<file path="src/rtl/spi_frame_pkg.sv">
// spi_frame_pkg: shared state encoding, error codes and default header for the SPI frame parser
package spi_frame_pkg;

    typedef enum logic [2:0] {
        IDLE,
        ADDR,
        LEN,
        PAYLOAD,
        CHK,
        WRITE
    } state_t;

    localparam logic [1:0] ERR_ABORT = 2'd0;
    localparam logic [1:0] ERR_CHK   = 2'd1;
    localparam logic [1:0] ERR_LEN   = 2'd2;
    localparam logic [1:0] ERR_OVR   = 2'd3;

    localparam logic [7:0] DEFAULT_HEADER = 8'hA5;

endpackage

</file>
<file path="src/rtl/spi_frame_parser_if.sv">
// spi_frame_parser_if: byte stream in, register-write burst and frame status out
interface spi_frame_parser_if #(
    parameter int P_DATA_WIDTH = 8,
    parameter int P_ADDR_WIDTH = 8
) ();

    logic                    din_valid;
    logic [P_DATA_WIDTH-1:0] din;
    logic                    frame_abort;
    logic                    wr_en;
    logic [P_ADDR_WIDTH-1:0] wr_addr;
    logic [P_DATA_WIDTH-1:0] wr_data;
    logic                    frame_done;
    logic                    frame_err;
    logic [1:0]              err_code;

    modport master (
        output din_valid, din, frame_abort,
        input  wr_en, wr_addr, wr_data, frame_done, frame_err, err_code
    );

    modport slave (
        input  din_valid, din, frame_abort,
        output wr_en, wr_addr, wr_data, frame_done, frame_err, err_code
    );

endinterface

</file>
<file path="src/rtl/spi_frame_buf.sv">
// spi_frame_buf: payload store, one synchronous write port and one combinational read port
module spi_frame_buf #(
    parameter int P_MAX_LEN    = 16,
    parameter int P_DATA_WIDTH = 8,
    parameter int BW           = (P_MAX_LEN > 1) ? $clog2(P_MAX_LEN) : 1
) (
    input  logic                    clk,
    input  logic                    we,
    input  logic [BW-1:0]           waddr,
    input  logic [P_DATA_WIDTH-1:0] wdata,
    input  logic [BW-1:0]           raddr,
    output logic [P_DATA_WIDTH-1:0] rdata
);

    logic [P_DATA_WIDTH-1:0] mem [P_MAX_LEN];

    // contents need no reset: a frame is only written out after all its bytes were stored
    always_ff @(posedge clk) begin
        if (we) mem[waddr] <= wdata;
    end

    assign rdata = mem[raddr];

endmodule

</file>
<file path="src/rtl/spi_frame_parser.sv">
// spi_frame_parser: extracts HEADER/ADDR/LEN/payload/CHK frames and issues a checksum-gated write burst
module spi_frame_parser
    import spi_frame_pkg::*;
#(
    parameter int                      P_DATA_WIDTH = 8,
    parameter int                      P_ADDR_WIDTH = 8,
    parameter int                      P_MAX_LEN    = 16,
    parameter logic [P_DATA_WIDTH-1:0] P_HEADER     = P_DATA_WIDTH'(DEFAULT_HEADER),
    parameter int                      P_TIMEOUT    = 1024
) (
    input logic               clk,
    input logic               rst_n,
    spi_frame_parser_if.slave bus
);

    localparam int LW = $clog2(P_MAX_LEN + 1);
    localparam int BW = (P_MAX_LEN > 1) ? $clog2(P_MAX_LEN) : 1;
    localparam int TW = (P_TIMEOUT > 1) ? $clog2(P_TIMEOUT) : 1;
    localparam logic [TW-1:0]           T_LAST    = TW'(P_TIMEOUT - 1);
    localparam logic [P_DATA_WIDTH-1:0] MAX_LEN_B = P_DATA_WIDTH'(P_MAX_LEN);

    state_t                  state, state_n;
    logic [LW-1:0]           idx, idx_n, len, len_n;
    logic [P_ADDR_WIDTH-1:0] base, base_n, wr_addr_q, wr_addr_n;
    logic [P_DATA_WIDTH-1:0] chk, chk_n, wr_data_q, wr_data_n, rd_data;
    logic [TW-1:0]           tmo, tmo_n;
    logic                    ovr, ovr_n;
    logic                    wr_en_q, wr_en_n, done_q, done_n, err_q, err_n;
    logic [1:0]              code_q, code_n;
    logic                    buf_we, in_frame, last;

    spi_frame_buf #(
        .P_MAX_LEN   (P_MAX_LEN),
        .P_DATA_WIDTH(P_DATA_WIDTH),
        .BW          (BW)
    ) u_buf (
        .clk  (clk),
        .we   (buf_we),
        .waddr(BW'(idx)),
        .wdata(bus.din),
        .raddr(BW'(idx)),
        .rdata(rd_data)
    );

    // next-state and next-output logic; abort beats a same-cycle byte, a byte beats the timeout
    always_comb begin
        state_n   = state;
        idx_n     = idx;
        len_n     = len;
        base_n    = base;
        chk_n     = chk;
        tmo_n     = '0;
        ovr_n     = ovr;
        wr_en_n   = 1'b0;
        wr_addr_n = wr_addr_q;
        wr_data_n = wr_data_q;
        done_n    = 1'b0;
        err_n     = 1'b0;
        code_n    = code_q;
        buf_we    = 1'b0;
        in_frame  = state inside {ADDR, LEN, PAYLOAD, CHK};
        last      = (idx + LW'(1)) == len;
        if (in_frame && bus.frame_abort) begin
            err_n   = 1'b1;
            code_n  = ERR_ABORT;
            state_n = IDLE;
        end else if (in_frame && bus.din_valid) begin
            chk_n = chk ^ bus.din;
            case (state)
                ADDR: begin
                    base_n  = P_ADDR_WIDTH'(bus.din);
                    chk_n   = bus.din;
                    state_n = LEN;
                end
                LEN: begin
                    if (bus.din == '0 || bus.din > MAX_LEN_B) begin
                        err_n   = 1'b1;
                        code_n  = ERR_LEN;
                        state_n = IDLE;
                    end else begin
                        len_n   = LW'(bus.din);
                        idx_n   = '0;
                        state_n = PAYLOAD;
                    end
                end
                PAYLOAD: begin
                    buf_we  = 1'b1;
                    idx_n   = last ? '0 : idx + LW'(1);
                    state_n = last ? CHK : PAYLOAD;
                end
                default: begin
                    // idx is already 0 here, so rd_data is the first payload byte
                    if (bus.din == chk) begin
                        wr_en_n   = 1'b1;
                        wr_addr_n = base;
                        wr_data_n = rd_data;
                        idx_n     = LW'(1);
                        done_n    = len == LW'(1);
                        state_n   = done_n ? IDLE : WRITE;
                    end else begin
                        err_n   = 1'b1;
                        code_n  = ERR_CHK;
                        state_n = IDLE;
                    end
                end
            endcase
        end else if (in_frame && tmo == T_LAST) begin
            err_n   = 1'b1;
            code_n  = ERR_ABORT;
            state_n = IDLE;
        end else if (in_frame) begin
            tmo_n = tmo + TW'(1);
        end else if (state == WRITE) begin
            // bytes arriving during the burst are dropped but remembered as an overrun
            wr_en_n   = 1'b1;
            wr_addr_n = base + P_ADDR_WIDTH'(idx);
            wr_data_n = rd_data;
            idx_n     = idx + LW'(1);
            ovr_n     = ovr | bus.din_valid;
            if (last) begin
                done_n  = 1'b1;
                err_n   = ovr_n;
                code_n  = ovr_n ? ERR_OVR : code_q;
                state_n = IDLE;
            end
        end else begin
            ovr_n = 1'b0;
            if (bus.din_valid && bus.din == P_HEADER) state_n = ADDR;
        end
    end

    // state and registered outputs; asynchronous reset also cuts a burst in progress
    always_ff @(posedge clk or negedge rst_n) begin
        if (!rst_n) begin
            state     <= IDLE;
            idx       <= '0;
            len       <= '0;
            base      <= '0;
            chk       <= '0;
            tmo       <= '0;
            ovr       <= 1'b0;
            wr_en_q   <= 1'b0;
            wr_addr_q <= '0;
            wr_data_q <= '0;
            done_q    <= 1'b0;
            err_q     <= 1'b0;
            code_q    <= '0;
        end else begin
            state     <= state_n;
            idx       <= idx_n;
            len       <= len_n;
            base      <= base_n;
            chk       <= chk_n;
            tmo       <= tmo_n;
            ovr       <= ovr_n;
            wr_en_q   <= wr_en_n;
            wr_addr_q <= wr_addr_n;
            wr_data_q <= wr_data_n;
            done_q    <= done_n;
            err_q     <= err_n;
            code_q    <= code_n;
        end
    end

    assign bus.wr_en      = wr_en_q;
    assign bus.wr_addr    = wr_addr_q;
    assign bus.wr_data    = wr_data_q;
    assign bus.frame_done = done_q;
    assign bus.frame_err  = err_q;
    assign bus.err_code   = code_q;

endmodule

</file>
<file path="src/flat_wrapper.sv">
// flat-port wrapper written by rule: the top's interface ports become plain ports
module spi_frame_parser_flat import spi_frame_pkg::*;
#(
    parameter int                      P_DATA_WIDTH = 8,
    parameter int                      P_ADDR_WIDTH = 8,
    parameter int                      P_MAX_LEN    = 16,
    parameter logic [P_DATA_WIDTH-1:0] P_HEADER     = P_DATA_WIDTH'(DEFAULT_HEADER),
    parameter int                      P_TIMEOUT    = 1024
)
  (clk, rst_n, bus_din_valid, bus_din, bus_frame_abort, bus_wr_en, bus_wr_addr, bus_wr_data, bus_frame_done, bus_frame_err, bus_err_code);
  spi_frame_parser_if #(.P_DATA_WIDTH(P_DATA_WIDTH), .P_ADDR_WIDTH(P_ADDR_WIDTH)) bus_i ();
  input logic clk;
  input logic rst_n;
  input wire logic [$bits(bus_i.din_valid)-1:0] bus_din_valid;
  input wire logic [$bits(bus_i.din)-1:0] bus_din;
  input wire logic [$bits(bus_i.frame_abort)-1:0] bus_frame_abort;
  output wire logic [$bits(bus_i.wr_en)-1:0] bus_wr_en;
  output wire logic [$bits(bus_i.wr_addr)-1:0] bus_wr_addr;
  output wire logic [$bits(bus_i.wr_data)-1:0] bus_wr_data;
  output wire logic [$bits(bus_i.frame_done)-1:0] bus_frame_done;
  output wire logic [$bits(bus_i.frame_err)-1:0] bus_frame_err;
  output wire logic [$bits(bus_i.err_code)-1:0] bus_err_code;
  assign bus_i.din_valid = bus_din_valid;
  assign bus_i.din = bus_din;
  assign bus_i.frame_abort = bus_frame_abort;
  assign bus_wr_en = bus_i.wr_en;
  assign bus_wr_addr = bus_i.wr_addr;
  assign bus_wr_data = bus_i.wr_data;
  assign bus_frame_done = bus_i.frame_done;
  assign bus_frame_err = bus_i.frame_err;
  assign bus_err_code = bus_i.err_code;
  spi_frame_parser #(.P_DATA_WIDTH(P_DATA_WIDTH), .P_ADDR_WIDTH(P_ADDR_WIDTH), .P_MAX_LEN(P_MAX_LEN), .P_HEADER(P_HEADER), .P_TIMEOUT(P_TIMEOUT)) u_core (.clk(clk), .rst_n(rst_n), .bus(bus_i));
endmodule
</file>
<file path="config.mk">
export PLATFORM = sky130hd
export DESIGN_NAME = spi_frame_parser_flat
export DESIGN_NICKNAME = d
export VERILOG_FILES = /design/src/rtl/spi_frame_pkg.sv /design/src/rtl/spi_frame_parser_if.sv /design/src/rtl/spi_frame_buf.sv /design/src/rtl/spi_frame_parser.sv /design/src/flat_wrapper.sv
export SDC_FILE = /design/constraint.sdc
export NUM_CORES = 1
export LEC_CHECK = 0
export BUFFER_PORTS_ARGS = -buffer_cell sky130_fd_sc_hd__buf_2
export CORE_ASPECT_RATIO = 0.9
export CORE_MARGIN = 5
export CORE_UTILIZATION = 60
export DETAILED_ROUTE_END_ITERATION = 16
export PLACE_DENSITY = 0.83
export SYNTH_ARGS = -nofsm -noshare
export SYNTH_HDL_FRONTEND = slang
export SYNTH_SLANG_ARGS = --single-unit
</file>
<file path="constraint.sdc">
create_clock -name clk -period 3.7 [get_ports clk]
set_clock_uncertainty 0.15 [all_clocks]
set_input_delay 0.185 -clock clk [delete_from_list [all_inputs] [get_ports clk]]
set_output_delay 0.185 -clock clk [all_outputs]
set_load 0.02 [all_outputs]
</file>
Yosys cells after proc, flatten, opt, wreduce, memory -nomap -nowiden:

Memory sizes are Yosys's and may differ from the RTL's.
Cells that the tools add are included.

* $mul: 0
* divide/modulo/power cells: 0
* bitwise gates (word level): 7
* magnitude comparators: 1
* equality and inequality tests: 22
* reduce and logical (&&, ||, !) cells: 22
* shift-type cells: 0
* add/subtract/negate cells: 3
* multiplexer cells: 77

Operators by type and width (number)
* $mux W8: 13
* $mux W10: 4
* $mux W5: 7
* $mux W3: 10
* $mux W1: 29
* $mux W2: 10
* $reduce_bool A4 Y1: 4
* $pmux W5 S3: 1
* $reduce_and A7 Y1: 2
* $add A10 B1 Y10 const B: 1
* $eq A10 B10 Y1 const B: 1
* $pmux W3 S3: 1
* $add A8 B5 Y8: 1
* $eq A8 B8 Y1: 1
* $eq A8 B8 Y1 const B: 1
* $gt A8 B5 Y1 const B: 1
* $logic_not A8 Y1: 1
* $ne A2 B2 Y1 const B: 4
* $ne A4 B2 Y1 const B: 2
* $ne A4 B4 Y1 const B: 2
* $reduce_and A4 Y1: 2
* $xor A8 B8 Y8: 1
* $eq A3 B2 Y1 const B: 2
* $eq A3 B3 Y1 const B: 2
* 21 further kinds: 29

* input bits: 12
* latch bits: 0
* memories: 1
* RAM bits: 128
* bits in registers: 61
* ROM bits: 0

Memory list
* u_core.u_buf.mem: depth 16, width 8, read ports 1, clocked after memory_dff 0, write ports 1, RTL line spi_frame_buf.sv:15 `logic [P_DATA_WIDTH-1:0] mem [P_MAX_LEN];`

Longest topological paths before layout:

* word-level depth: 8
* depth in mapped cells: 10

Cells and area by module:

Synthesis repeated with hierarchy kept, for this count alone.

* cell total of the unflattened synthesis: 576
* area total of the unflattened synthesis: 8358.0 sq um

By module, submodules not included
* spi_frame_buf: sequential area each 3843.7 sq um, instances 1, area an instance 4987.3 sq um, cells an instance 221
* spi_frame_parser: sequential area each 1526.5 sq um, instances 1, area an instance 3370.7 sq um, cells an instance 355

Least setup slack after synthesis:

OpenSTA, ideal clock, no wires.

* path kind: flip-flop to flip-flop
* from: register u_core.idx[1]
* to: register u_core.code_q[1] (netlist: u_core.bus.err_code[1])
* path slack: 0.772 ns
* library setup time: 0.128 ns
* path buffers: 2
* arrival: 2.650 ns
* data required time: 3.422 ns
* stages on the path, launching flop included: 11
* cells stage by stage: dfrtp_1 clkbuf_1 clkbuf_1 inv_1 ha_1 xor2_1 a211oi_2 o311ai_4 nand2b_4 o2111ai_2 mux2_1

* longest elaborated chain between the ends: 4

RTL lines
* start, declared: RTL line spi_frame_parser.sv:23 `logic [LW-1:0] idx, idx_n, len, len_n;`
* start signal, assigned: RTL line spi_frame_parser.sv:150 `idx <= idx_n;`
* $add A5 B1 Y5: RTL line spi_frame_parser.sv:62 `last = (idx + LW'(1)) == len;`
* $eq A5 B5 Y1: RTL line spi_frame_parser.sv:62
* $reduce_bool A4 Y1 (no source line)
* $reduce_and A7 Y1 (no source line)
* end signal, assigned: RTL line spi_frame_parser.sv:161 `code_q <= code_n;`
* end, declared: RTL line spi_frame_parser.sv:29 `logic [1:0] code_q, code_n;`

Every way passes these cells.
A chain may end at the register's enable or synchronous reset.

Worst setup path after layout:

* from: register u_core.state[2]
* to: memory u_core.u_buf.mem[9][2], enable pin

* longest elaborated chain between the ends: 7

RTL lines
* start, declared: RTL line spi_frame_parser.sv:22 `state_t state, state_n;`
* start signal, assigned: RTL line spi_frame_parser.sv:149 `state <= state_n;`
* $eq A3 B1 Y1 (tied with other cells): RTL line spi_frame_parser.sv:61 `in_frame = state inside {ADDR, LEN, PAYLOAD, CHK};`
* $reduce_bool A4 Y1: RTL line spi_frame_parser.sv:61
* $logic_and A1 B1 Y1: RTL line spi_frame_parser.sv:67 `end else if (in_frame && bus.din_valid) begin`
* $mux W1: RTL line spi_frame_parser.sv:67
* $mux W1 *: RTL line spi_frame_parser.sv:63 `if (in_frame && bus.frame_abort) begin`
* $mux W1 *: RTL line spi_frame_buf.sv:19 `if (we) mem[waddr] <= wdata;`
* $mux W1 (not written as such) *: RTL line spi_frame_buf.sv:19
* end, declared: RTL line spi_frame_buf.sv:15

Every way passes the cells marked *; elsewhere a longest branch is shown, timed or not.

==> results.toml <==
[status]
status = "finished, final reports clean"

[pwr]
combPwrFrac = 0.319
power_frac_seq = 0.396
cellInternalPower_uw = 4600
switching_share = 0.342
max-vdd-ir-drop_mv = 0.418
p_sw_uw = 2390
clkPwrFrac = 0.286
p_leak_uw = 0.00349
power_density_nw_per_um2 = 726

[min_path]
holdCritPathClass = "input pin to flop"

[detailed_routing]
wire_per_inst_um = 27.2
drt_first_pass_iters = 6
drt-total-wl_um = 22100
drt_iter0_drc = 838
viasPerCell = 6.89
vias = 5609
ant_nets = 0
drc = 0

[die]
core-area_um2 = 14100
die_h_um = 124
chipWidth_um = 136
io_pins = 33
start_util = 0.613
die-area_um2 = 16900
fp-row-count = 41

[synthesis]
ys_ff_latch = 189
yosysWarnings = 0
yosysTopAreaCellShare = 0.446
ys_seq_area_frac = 0.623
synthCells = 575
synth_top_cell_by_area = "edfxtp_1"
synth_area_leaders = "edfxtp_1 45%, dfrtp_1 18%, mux4_2 10%"
synth_edf_count = 128
ys_async_sr_fraction = 0.323
syn_area_per_cell_um2 = 15.0
syn_area_um2 = 8620
synthDistinctLibCells = 67
ys.flop_type = "edfxtp_1"
syn_nets = 598

[placed_design]
dp_hpwl_um = 13100
gp_congestion = 0.933
placed_cells_incl_taps = 780
io_buffer_count = 32

[final_layout]
area_growth_pct = 11.7
ff_latch_area_um2 = 5370
fin_nets = 631
final.fill_count = 880
layout_common_cells = "128 x edfxtp_1, 60 x dfrtp_1, 43 x nor2_1, 40 x mux4_2"
final_common_cell = "edfxtp_1"
final_cell_count_no_fill = 814
drive_gt1_frac = 0.248
fin_util = 0.685
multi_input_area_um2 = 3030
diodes = 0

[critical_path]
path_max_fanout = 13
path_class = "flop to flop"
crit_arrival_ns = 3.18
critPathLaunchType = "flop"
cp-end-kind = "flop"
required_ns = 3.62

[timing]
rsz0062_at_grt = "false"
final_max_slew_viol_count = 0
worst_slew_pin_slew_ns = 1.02
hold_viol_final = 0
fmax_mhz = 307
fin_crit_sh = 0.881
min_period_ns = 3.26
whs_ns = 0.0794
finalSetupViolCount = 0
finalSetupTns_ns = 0
slew_headroom = 0.323

[clock_network]
ctsResizeCount = 0
cts_root_buf = "clkbuf_16"
clkTransAtPathRegs_ns = 0.07
cts_buffer_depth = 2
cts.htree.levels = 4
cts_tree = "done"
cts_made_buffers = 17
clock_latency_ns = 0.44
clock-sinks = 189

[global_routing]
grtUsageMet1 = 0.383
met3_usage = 0.0691
grt_max_degree = 44
overflow = 0
grtUsageMet2 = 0.443
antenna_found_initial = 0
grt_pass1_wl_um = 34200
grt_pass1_vias = 5629
track_usage = 0.281
busiest_layer = "met2"

[job]
cap_violations = 0
-- registers in the layout, summed over array words and instances (netlist names) --
signal	flops
u_core.u_buf.mem	128
u_core.tmo	10
u_core.base	8
u_core.bus.wr_addr	8
u_core.bus.wr_data	8
u_core.chk	8
u_core.idx	5
u_core.len	5
u_core.state	3
u_core.bus.err_code	2
u_core.bus.frame_done	1
u_core.bus.frame_err	1
u_core.bus.wr_en	1
u_core.ovr	1
-- critical path: stages (launching register included) --
cell     delay (ns)
dfrtp_1        0.38
inv_1          0.34
nand2_1        0.29
nor3_1         0.71
nand2_1        0.32
nor2_1         0.70
-- cell usage after synthesis (all sizes together), types with 2 or more instances --
library cell  count
xnor2             8
a21oi            23
clkbuf           15
buf              20
o32ai             2
a22o             11
a211oi            9
or3               9
nor4              6
nor3b             2
mux4             40
nor2             45
nand4             4
xor2             17
edfxtp          128
inv              12
nor3              9
o22ai            18
nor2b             7
mux2             22
o21ai            15
nand2            32
and3              4
nand3             8
a31oi             3
ha               10
dfrtp            61
o211ai            2
nand2b            4
mux2i             6
-- path summary, 6_finish.rpt --
kind	endpoint	start	slack, ns	cells past startpoint
worst max-delay path	u_core.u_buf.mem[9][2]$_DFFE_PP_	u_core.state[2]$_DFFE_PN0P_	0.44	5
worst min-delay path	u_core.ovr$_DFFE_PN0P_	bus_din_valid	0.08	3
worst max register to register	u_core.u_buf.mem[9][2]$_DFFE_PP_	u_core.state[2]$_DFFE_PN0P_	0.44	5
worst min register to register	u_core.bus.wr_addr[2]$_DFFE_PN0P_	u_core.bus.wr_addr[2]$_DFFE_PN0P_	0.37	2
max in group asynchronous	u_core.bus.err_code[1]$_DFFE_PN0P_	rst_n	2.24	3
min in group asynchronous	u_core.tmo[5]$_DFF_PN0_	rst_n	0.31	2
-- per-stage QoR --
stage               setup slack (ns)  instance area, um2  total power [uW]
finish                         0.442                9630              6990
global placement               0.747                8960              4780
CTS                            0.632                9630              6950
floorplan                      0.772                8620              4320
global route                   0.303                9630              7260
detailed placement             0.649                8960              4900
-- cells by family after synthesis --
| logic type | after synthesis | synth area share |
|---|---|---|
| flip-flops | 189 | 0.623 |
| AND/OR/NAND/NOR | 135 | 0.0845 |
| AO/OA/AOI/OAI | 100 | 0.0837 |
| multiplexers | 68 | 0.141 |
| buffers and inverters | 47 | 0.0260 |
| XOR/XNOR | 25 | 0.0254 |
| adder cells (fa/ha/maj) | 11 | 0.0168 |
-- power groups by stage --
stage | logic, uW | registers (uW) | clock network [uW]
after global routing | 2370 | 2790 | 2100
final | 2230 | 2770 | 2000
after detailed placement | 2110 | 2780 | 0
after floorplan | 1560 | 2760 | 0
after global placement | 2020 | 2760 | 0
after CTS | 2190 | 2750 | 2000
-- layer usage --
layer	vias up	part of all wire
li1	2293	-
met1	2809	0.38
met2	428	0.48
met3	79	0.11
met4	0	0.036
met5	-	0
-- layout make-up --
cell class                 instances  area share
clock inverter                    15      0.0236
clock buffer                      17      0.0442
inverter                          12     0.00468
sequential                       189       0.558
multi-input combinational        339       0.314
timing repair buffer              49      0.0304
tap                              193      0.0251
-- repair_timing --
action / in CTS / in global routing
endpoints found under the hold margin: 45 / 0
buffers inserted: 0 / 0
hold buffers: 2 / 0
Note: power is estimated with default switching activity, not from simulation.
